### src/rtl/spi_reg_pkg.sv
// spi_reg_pkg
//   Shared types and constants for the SPI register bank: the frame FSM
//   state enum and the R/W bit encoding carried in the first frame bit.
package spi_reg_pkg;

    typedef enum logic [2:0] {
        ST_IDLE = 3'd0,   // synchronised ncs high
        ST_CMD  = 3'd1,   // receiving R/W and address
        ST_DATA = 3'd2,   // receiving data bits
        ST_FULL = 3'd3,   // exactly one frame received
        ST_OVER = 3'd4    // more bits than one frame received
    } spi_state_e;

    localparam logic SPI_WRITE = 1'b1;
    localparam logic SPI_READ  = 1'b0;

endpackage

### src/rtl/spi_reg_bank_if.sv
// spi_reg_bank_if
//   SPI pin bundle between an external controller and the register bank.
//   sclk/ncs/copi : controller -> peripheral
//   cipo/cipo_oe  : peripheral -> controller (cipo_oe drives the pad enable)
interface spi_reg_bank_if;

    logic sclk;
    logic ncs;
    logic copi;
    logic cipo;
    logic cipo_oe;

    modport master (
        output sclk, ncs, copi,
        input  cipo, cipo_oe
    );

    modport slave (
        input  sclk, ncs, copi,
        output cipo, cipo_oe
    );

endinterface

### src/rtl/spi_sync_edge.sv
// spi_sync_edge
//   Multi-flop synchroniser for one asynchronous input with edge pulses.
//   clk, rst_n : system clock, async active-low reset
//   d          : asynchronous input
//   q          : synchronised level
//   rise, fall : one-cycle pulses on synchronised level transitions
//   RST_VAL sets the idle level so that reset release raises no false edge.
module spi_sync_edge #(
    parameter int unsigned SYNC_STAGES = 2,
    parameter logic        RST_VAL     = 1'b0
) (
    input  logic clk,
    input  logic rst_n,
    input  logic d,
    output logic q,
    output logic rise,
    output logic fall
);

    logic [SYNC_STAGES-1:0] chain;
    logic                   q_prev;

    always_ff @(posedge clk or negedge rst_n) begin
        if (!rst_n) begin
            chain  <= {SYNC_STAGES{RST_VAL}};
            q_prev <= RST_VAL;
        end else begin
            chain  <= {chain[SYNC_STAGES-2:0], d};
            q_prev <= chain[SYNC_STAGES-1];
        end
    end

    assign q    = chain[SYNC_STAGES-1];
    assign rise =  q & ~q_prev;
    assign fall = ~q &  q_prev;

endmodule

### src/rtl/spi_reg_bank.sv
// spi_reg_bank
//   SPI mode-0 register bank. Frames are R/W bit, address, data, MSB first,
//   oversampled in the clk domain. Writes commit on ncs rise only for a
//   well-formed frame; reads return the addressed register on cipo.
//   clk, rst_n : system clock, async active-low reset
//   spi        : SPI pins (slave modport)
//   regs_out   : flattened registers, reg i at [i*DATA_W +: DATA_W]
//   wr_strobe  : one-cycle pulse on the register written
//   frame_err  : one-cycle pulse when a frame ends with a bad bit count
module spi_reg_bank
    import spi_reg_pkg::*;
#(
    parameter int unsigned ADDR_W      = 7,
    parameter int unsigned DATA_W      = 8,
    parameter int unsigned NUM_REGS    = 5,
    parameter int unsigned SYNC_STAGES = 2
) (
    input  logic                         clk,
    input  logic                         rst_n,
    spi_reg_bank_if.slave                spi,
    output logic [NUM_REGS*DATA_W-1:0]   regs_out,
    output logic [NUM_REGS-1:0]          wr_strobe,
    output logic                         frame_err
);

    localparam int unsigned FRAME_W = 1 + ADDR_W + DATA_W;
    localparam int unsigned CMD_W   = 1 + ADDR_W;
    localparam int unsigned CNT_W   = $clog2(FRAME_W + 1);

    logic sclk_rise, sclk_fall, ncs_rise, ncs_fall, copi_s;
    logic sclk_lvl_unused, ncs_lvl_unused, copi_rise_unused, copi_fall_unused;

    spi_sync_edge #(.SYNC_STAGES(SYNC_STAGES), .RST_VAL(1'b0)) u_sclk_sync (
        .clk(clk), .rst_n(rst_n), .d(spi.sclk),
        .q(sclk_lvl_unused), .rise(sclk_rise), .fall(sclk_fall)
    );

    spi_sync_edge #(.SYNC_STAGES(SYNC_STAGES), .RST_VAL(1'b1)) u_ncs_sync (
        .clk(clk), .rst_n(rst_n), .d(spi.ncs),
        .q(ncs_lvl_unused), .rise(ncs_rise), .fall(ncs_fall)
    );

    spi_sync_edge #(.SYNC_STAGES(SYNC_STAGES), .RST_VAL(1'b0)) u_copi_sync (
        .clk(clk), .rst_n(rst_n), .d(spi.copi),
        .q(copi_s), .rise(copi_rise_unused), .fall(copi_fall_unused)
    );

    spi_state_e          state_q;
    logic [CNT_W-1:0]    cnt_q;
    logic [FRAME_W-1:0]  sr_q;
    logic [FRAME_W-1:0]  sr_next;
    logic [DATA_W-1:0]   regs_q [NUM_REGS];
    logic [DATA_W-1:0]   out_sr_q;
    logic                oe_q;
    logic                skip_fall_q;

    logic                shift_en, at_cmd_end, rd_load, wr_commit, bad_end;
    logic [ADDR_W-1:0]   rd_addr, wr_addr;
    logic [DATA_W-1:0]   wr_data, rd_data;

    // ncs rise has priority: an sclk edge in the same cycle is ignored.
    assign shift_en   = sclk_rise && !ncs_rise && (state_q != ST_IDLE);
    assign sr_next    = {sr_q[FRAME_W-2:0], copi_s};
    assign at_cmd_end = (state_q == ST_CMD) && (cnt_q == CNT_W'(CMD_W - 1));
    assign rd_addr    = sr_next[ADDR_W-1:0];
    assign rd_load    = shift_en && at_cmd_end && (sr_next[CMD_W-1] == SPI_READ);

    assign wr_addr    = sr_q[DATA_W +: ADDR_W];
    assign wr_data    = sr_q[DATA_W-1:0];
    assign wr_commit  = ncs_rise && (state_q == ST_FULL) && (sr_q[FRAME_W-1] == SPI_WRITE);
    assign bad_end    = ncs_rise && (state_q inside {ST_CMD, ST_DATA, ST_OVER});

    always_ff @(posedge clk or negedge rst_n) begin
        if (!rst_n) begin
            state_q <= ST_IDLE;
            cnt_q   <= '0;
            sr_q    <= '0;
        end else if (ncs_rise) begin
            state_q <= ST_IDLE;
        end else if (ncs_fall) begin
            state_q <= ST_CMD;
            cnt_q   <= '0;
            sr_q    <= '0;
        end else if (shift_en) begin
            sr_q <= sr_next;
            case (state_q)
                ST_CMD: begin
                    cnt_q <= cnt_q + CNT_W'(1);
                    if (at_cmd_end) state_q <= ST_DATA;
                end
                ST_DATA: begin
                    cnt_q <= cnt_q + CNT_W'(1);
                    if (cnt_q == CNT_W'(FRAME_W - 1)) state_q <= ST_FULL;
                end
                ST_FULL: state_q <= ST_OVER;
                default: ;
            endcase
        end
    end

    always_comb begin
        rd_data = '0;
        for (int unsigned i = 0; i < NUM_REGS; i++) begin
            if (rd_addr == ADDR_W'(i)) rd_data = regs_q[i];
        end
    end

    // The shifter loads on the last address rise, so the sclk fall that
    // follows belongs to the command phase; it is skipped to keep the MSB
    // on cipo for the first data rise.
    always_ff @(posedge clk or negedge rst_n) begin
        if (!rst_n) begin
            out_sr_q    <= '0;
            oe_q        <= 1'b0;
            skip_fall_q <= 1'b0;
        end else if (ncs_rise) begin
            out_sr_q    <= '0;
            oe_q        <= 1'b0;
            skip_fall_q <= 1'b0;
        end else if (rd_load) begin
            out_sr_q    <= rd_data;
            oe_q        <= 1'b1;
            skip_fall_q <= 1'b1;
        end else if (sclk_fall && oe_q) begin
            if (skip_fall_q) skip_fall_q <= 1'b0;
            else             out_sr_q    <= out_sr_q << 1;
        end
    end

    assign spi.cipo    = out_sr_q[DATA_W-1];
    assign spi.cipo_oe = oe_q;

    always_ff @(posedge clk or negedge rst_n) begin
        if (!rst_n) begin
            for (int unsigned i = 0; i < NUM_REGS; i++) regs_q[i] <= '0;
            wr_strobe <= '0;
            frame_err <= 1'b0;
        end else begin
            wr_strobe <= '0;
            frame_err <= bad_end;
            if (wr_commit) begin
                for (int unsigned i = 0; i < NUM_REGS; i++) begin
                    if (wr_addr == ADDR_W'(i)) begin
                        regs_q[i]    <= wr_data;
                        wr_strobe[i] <= 1'b1;
                    end
                end
            end
        end
    end

    always_comb begin
        regs_out = '0;
        for (int unsigned i = 0; i < NUM_REGS; i++) begin
            regs_out[i*DATA_W +: DATA_W] = regs_q[i];
        end
    end

endmodule
### src/flat_wrapper.sv
// flat-port wrapper written by rule: the top's interface ports become plain ports
module spi_reg_bank_flat import spi_reg_pkg::*;
#(
    parameter int unsigned ADDR_W      = 7,
    parameter int unsigned DATA_W      = 8,
    parameter int unsigned NUM_REGS    = 5,
    parameter int unsigned SYNC_STAGES = 2
)
  (clk, rst_n, regs_out, wr_strobe, frame_err, spi_sclk, spi_ncs, spi_copi, spi_cipo, spi_cipo_oe);
  spi_reg_bank_if spi_i ();
  input  logic clk;
  input  logic rst_n;
  output logic [NUM_REGS*DATA_W-1:0] regs_out;
  output logic [NUM_REGS-1:0] wr_strobe;
  output logic frame_err;
  input wire logic [$bits(spi_i.sclk)-1:0] spi_sclk;
  input wire logic [$bits(spi_i.ncs)-1:0] spi_ncs;
  input wire logic [$bits(spi_i.copi)-1:0] spi_copi;
  output wire logic [$bits(spi_i.cipo)-1:0] spi_cipo;
  output wire logic [$bits(spi_i.cipo_oe)-1:0] spi_cipo_oe;
  assign spi_i.sclk = spi_sclk;
  assign spi_i.ncs = spi_ncs;
  assign spi_i.copi = spi_copi;
  assign spi_cipo = spi_i.cipo;
  assign spi_cipo_oe = spi_i.cipo_oe;
  spi_reg_bank #(.ADDR_W(ADDR_W), .DATA_W(DATA_W), .NUM_REGS(NUM_REGS), .SYNC_STAGES(SYNC_STAGES)) u_core (.clk(clk), .rst_n(rst_n), .spi(spi_i), .regs_out(regs_out), .wr_strobe(wr_strobe), .frame_err(frame_err));
endmodule
### config.mk
export PLATFORM = sky130hd
export DESIGN_NAME = spi_reg_bank_flat
export DESIGN_NICKNAME = d
export VERILOG_FILES = /design/src/rtl/spi_reg_pkg.sv /design/src/rtl/spi_reg_bank_if.sv /design/src/rtl/spi_sync_edge.sv /design/src/rtl/spi_reg_bank.sv /design/src/flat_wrapper.sv
export SDC_FILE = /design/constraint.sdc
export NUM_CORES = 1
export LEC_CHECK = 0
export ABC_AREA = 1
export CORE_AREA = 10 10 101 103
export CTS_CLUSTER_SIZE = 10
export DETAILED_ROUTE_END_ITERATION = 10
export DIE_AREA = 0 0 111 113
export GPL_TIMING_DRIVEN = 0
export PLACE_DENSITY = 0.73
export SYNTH_ARGS = -nofsm -noshare
export SYNTH_HDL_FRONTEND = slang
export SYNTH_SLANG_ARGS = --single-unit
### constraint.sdc
create_clock -name clk -period 1.59 [get_ports clk]
set_input_delay 0.3975 -clock clk [delete_from_list [all_inputs] [get_ports clk]]
set_output_delay 0.3975 -clock clk [all_outputs]
set_load 0.1 [all_outputs]
==> impl_results.md <==
- Initial antenna violation count: 0
- Status: finished with violations
- Final Cycle Share: 115%
- Post-synth top area share: 54.6%
- Core Rows: 33
- Synth Flop Type: dfrtp_1
- Post-synth ARST share: 100%
- P&R area growth vs syn: 49.2%
- Power, Total: 5.12 mW
- Sequential area share after synthesis: 56.6%
- Die Footprint: approximately 13,000 um^2
- DP Area: 4640 um^2
- Worst Slack Setup Final: -233 ps
- Vias per cell: about 5.6
- P_leak: 2.76 nW
- Layout Cells excl Fill: 667
- Final min period: 1820 ps
- Area of the core: 8130 um^2
- MaxCap Viol Count: 0
- Failing checks: negative setup slack
- Worst-margin pin slew: 569 ps
- CTS clk-pin slew, worst paths: 90 ps
- Critical path's top delay family: buffers and inverters
- Critical path class: reg -> reg
- Buffers added on ports: 52
- Worst path cell trace: inv_2 > ha_4 > inv_6 > nand4_1 > buf_6 > nor2_4 > inv_4 > clkbuf_16 > o22ai_1
- Mapped Area: just under 4000 um^2
- RD Place Congestion: 0.912
- Ys Warns: 0
- Final Max Tran Viols: 0
- Share of post-route cells with drive strength above 1: 46.3%
- Unrepaired setup endpoints after global routing: true
- X dimension of the die: between 100 and 150 um
- Max stage delay on crit path: 540 ps
- Initial Util: 47.9%
- Setup crit start: u_core.u_ncs_sync.q_prev
- Clk sinks: roughly 90
- Most frequent cell after synthesis: nand2_1
- Global-route wire length before repair: 17.7 mm
- DRT antenna net count: 0
- Final setup fails: 66
- Synth top cells by count: 109 x nand2_1, 85 x dfrtp_1, 52 x o21ai_0
- Cells after DPL: 599
- Total number of vias: 3,757
- Total negative slack: -6690 ps
- Layout Utilization: 71.5%
- Final Net Count: roughly 570
- Worst-skew pair later-pin latency: 370 ps
- Wirelength per Cell: 19.0 um
- TritonRoute pass-1 iters: 5
- CTS Buf Count: 9
- GRT Util Overall: 17.2%
- Final HPWL DP: 7.02 mm
- Top area cells in the synthesized netlist: dfrtp_1 55%, nand2_1 11%, o21ai_0 6.7%, nand3_1 5.5%, nor2_1 2.9%
- Die H: roughly 110 um
- CP max-delay cell: dfstp_2
- Post-Syn Area per Cell: 8.83 um^2
- Num ports: 53
- FF-to-FF Start: u_core.u_ncs_sync.q_prev
- Worst VDD drop: 865 uV
- Vias in the first global route: 3,408
- Clock buffer depth: 2
- H-tree Lvls: 3
- Power Dens Cells: 881 nW/um^2
- Root Buffer: clkbuf_8
- Worst EP required: between 1500 and 2000 ps
- Place WS: -354 ps
- Clk_skew: 11.3 ps
- DRC: 0
- Hold_ws: approximately 12 ps
- Relative max-transition margin: a little over 60%
- Synth Net Count: 450
- Crit path launch type: flop
- Maximum clock frequency: 548 MHz
- Number of flops mapped to enable cells by yosys: 0
- Syn Inst Count: about 440
- Post-route cell area: 5810 um^2
- Buffers & Inverters on Critical Path: 5
- Min-delay worst type: in -> async
- Diode count: 0
- Area leader, netlist: dfrtp_1
- Hold buffers post-CTS: 0
- Crit path DAT: 2100 ps
- Grt total ovfl: 0
- Distinct cells, synth: 35
- Final hold viol count: 0
- DRT iter0 DRCs: 267
- CP Capture Type: flop
- Largest net degree at the start of global routing: 47
- Routed WL: around 13 mm
- TritonCTS clock tree: yes
- Synthesized flop and latch total: 88
- CP max FO: 7
==> cell families (layout without fill, tap and decap cells) <==
logic type	after synthesis	in the layout	share of synthesized area [%]
XOR/XNOR	1	1	0.225
AND/OR/NAND/NOR	215	217	24.9
flip-flops	88	88	56.6
buffers and inverters	49	168	5.24
adder cells (fa/ha/maj)	4	4	1.28
AO/OA/AOI/OAI	83	83	11.5
multiplexers	1	1	0.257
==> timing repair <==
| item | 4_1_cts | 5_1_grt |
|---|---|---|
| pin swaps | 12 | 24 |
| endpoints found under the setup margin | 123 | 96 |
| cloned | 7 | 2 |
| setup buffers | 17 | 27 |
| resized for setup | 358 | 136 |
==> routing by layer <==
layer	routed length, um	GRT usage (%)
met1	5050	21.3
met2	6650	29.3
met3	596	2.85
met4	356	7.03
met5	0	0
==> worst reg2reg max path, cell delays in order, from the launching register on <==
cell       delay (ps)
dfstp_2           540
inv_2              40
ha_4              170
inv_6              80
nand4_1           150
buf_6             180
nor2_4            130
inv_4              90
clkbuf_16         170
o22ai_1           190
==> final timing paths <==
path | endpoint | slack (ps) | cells past startpoint
max | u_core.sr_q[5] | -230 | 9
min | u_core.sr_q[9] | 10 | 1
max reg2reg | u_core.sr_q[5] | -230 | 9
min reg2reg | u_core.u_ncs_sync.chain[1] | 360 | 0
max in group asynchronous | u_core.u_ncs_sync.q_prev | 910 | 2
min in group clk | u_core.u_ncs_sync.chain[1] | 360 | 0
==> placed cells by master, fill, tap and decap left out, types with 2 or more instances in the layout <==
cell type	count
o21ai_1	22
nand2_1	79
dfstp_2	3
nand4_1	4
o22ai_4	2
buf_12	2
or2_2	5
o22ai_2	10
ha_4	2
buf_4	49
inv_4	8
nand3_4	7
nor2_4	11
clkdlybuf4s50_1	3
inv_2	9
clkinv_2	2
o22ai_1	5
clkbuf_4	20
inv_1	18
o21ai_2	20
nand2_2	23
o21ai_0	11
dfrtp_1	84
buf_2	11
nor3_4	4
nand3_2	5
nand3_1	36
nand2_4	9
clkbuf_8	13
buf_6	22
nor2_1	17
a21oi_1	9
nor3_2	3
or2_0	2
buf_8	4
nor3_1	3
nor2_2	4
==> state kept, by name, summed over array words and instances (netlist names) <==
signal / cells
u_core.state_q: 3
u_core.cnt_q: 5
u_core.spi.cipo_oe: 1
u_core.skip_fall_q: 1
u_core.u_sclk_sync.chain: 2
u_core.u_ncs_sync.chain: 2
u_core.sr_q: 16
u_core.frame_err: 1
u_core.u_sclk_sync.q_prev: 1
u_core.u_ncs_sync.q_prev: 1
u_core.u_copi_sync.chain: 2
u_core.out_sr_q: 8
u_core.wr_strobe: 5
u_core.regs_out: 40
==> area by class of cell <==
| type | instances | area [um^2] |
|---|---|---|
| fill | 556 | 2320 |
| sequential | 88 | 2210 |
| multi-input combinational | 306 | 2070 |
| timing repair buffer | 104 | 906 |
| inverter | 39 | 180 |
| clock buffer | 12 | 165 |
| tap | 105 | 131 |
| buffer | 10 | 111 |
| clock inverter | 3 | 40.0 |
==> report_power, final <==
| group | internal (mW) | leakage, nW | switching (mW) | total [mW] |
|---|---|---|---|---|
| Sequential | 2.32 | 1.20 | 0.100 | 2.42 |
| Combinational | 0.379 | 1.45 | 0.666 | 1.05 |
| Clock | 0.842 | 0.108 | 0.810 | 1.65 |
| Total | 3.55 | 2.76 | 1.58 | 5.12 |
Power figures use the tool's default switching activity.
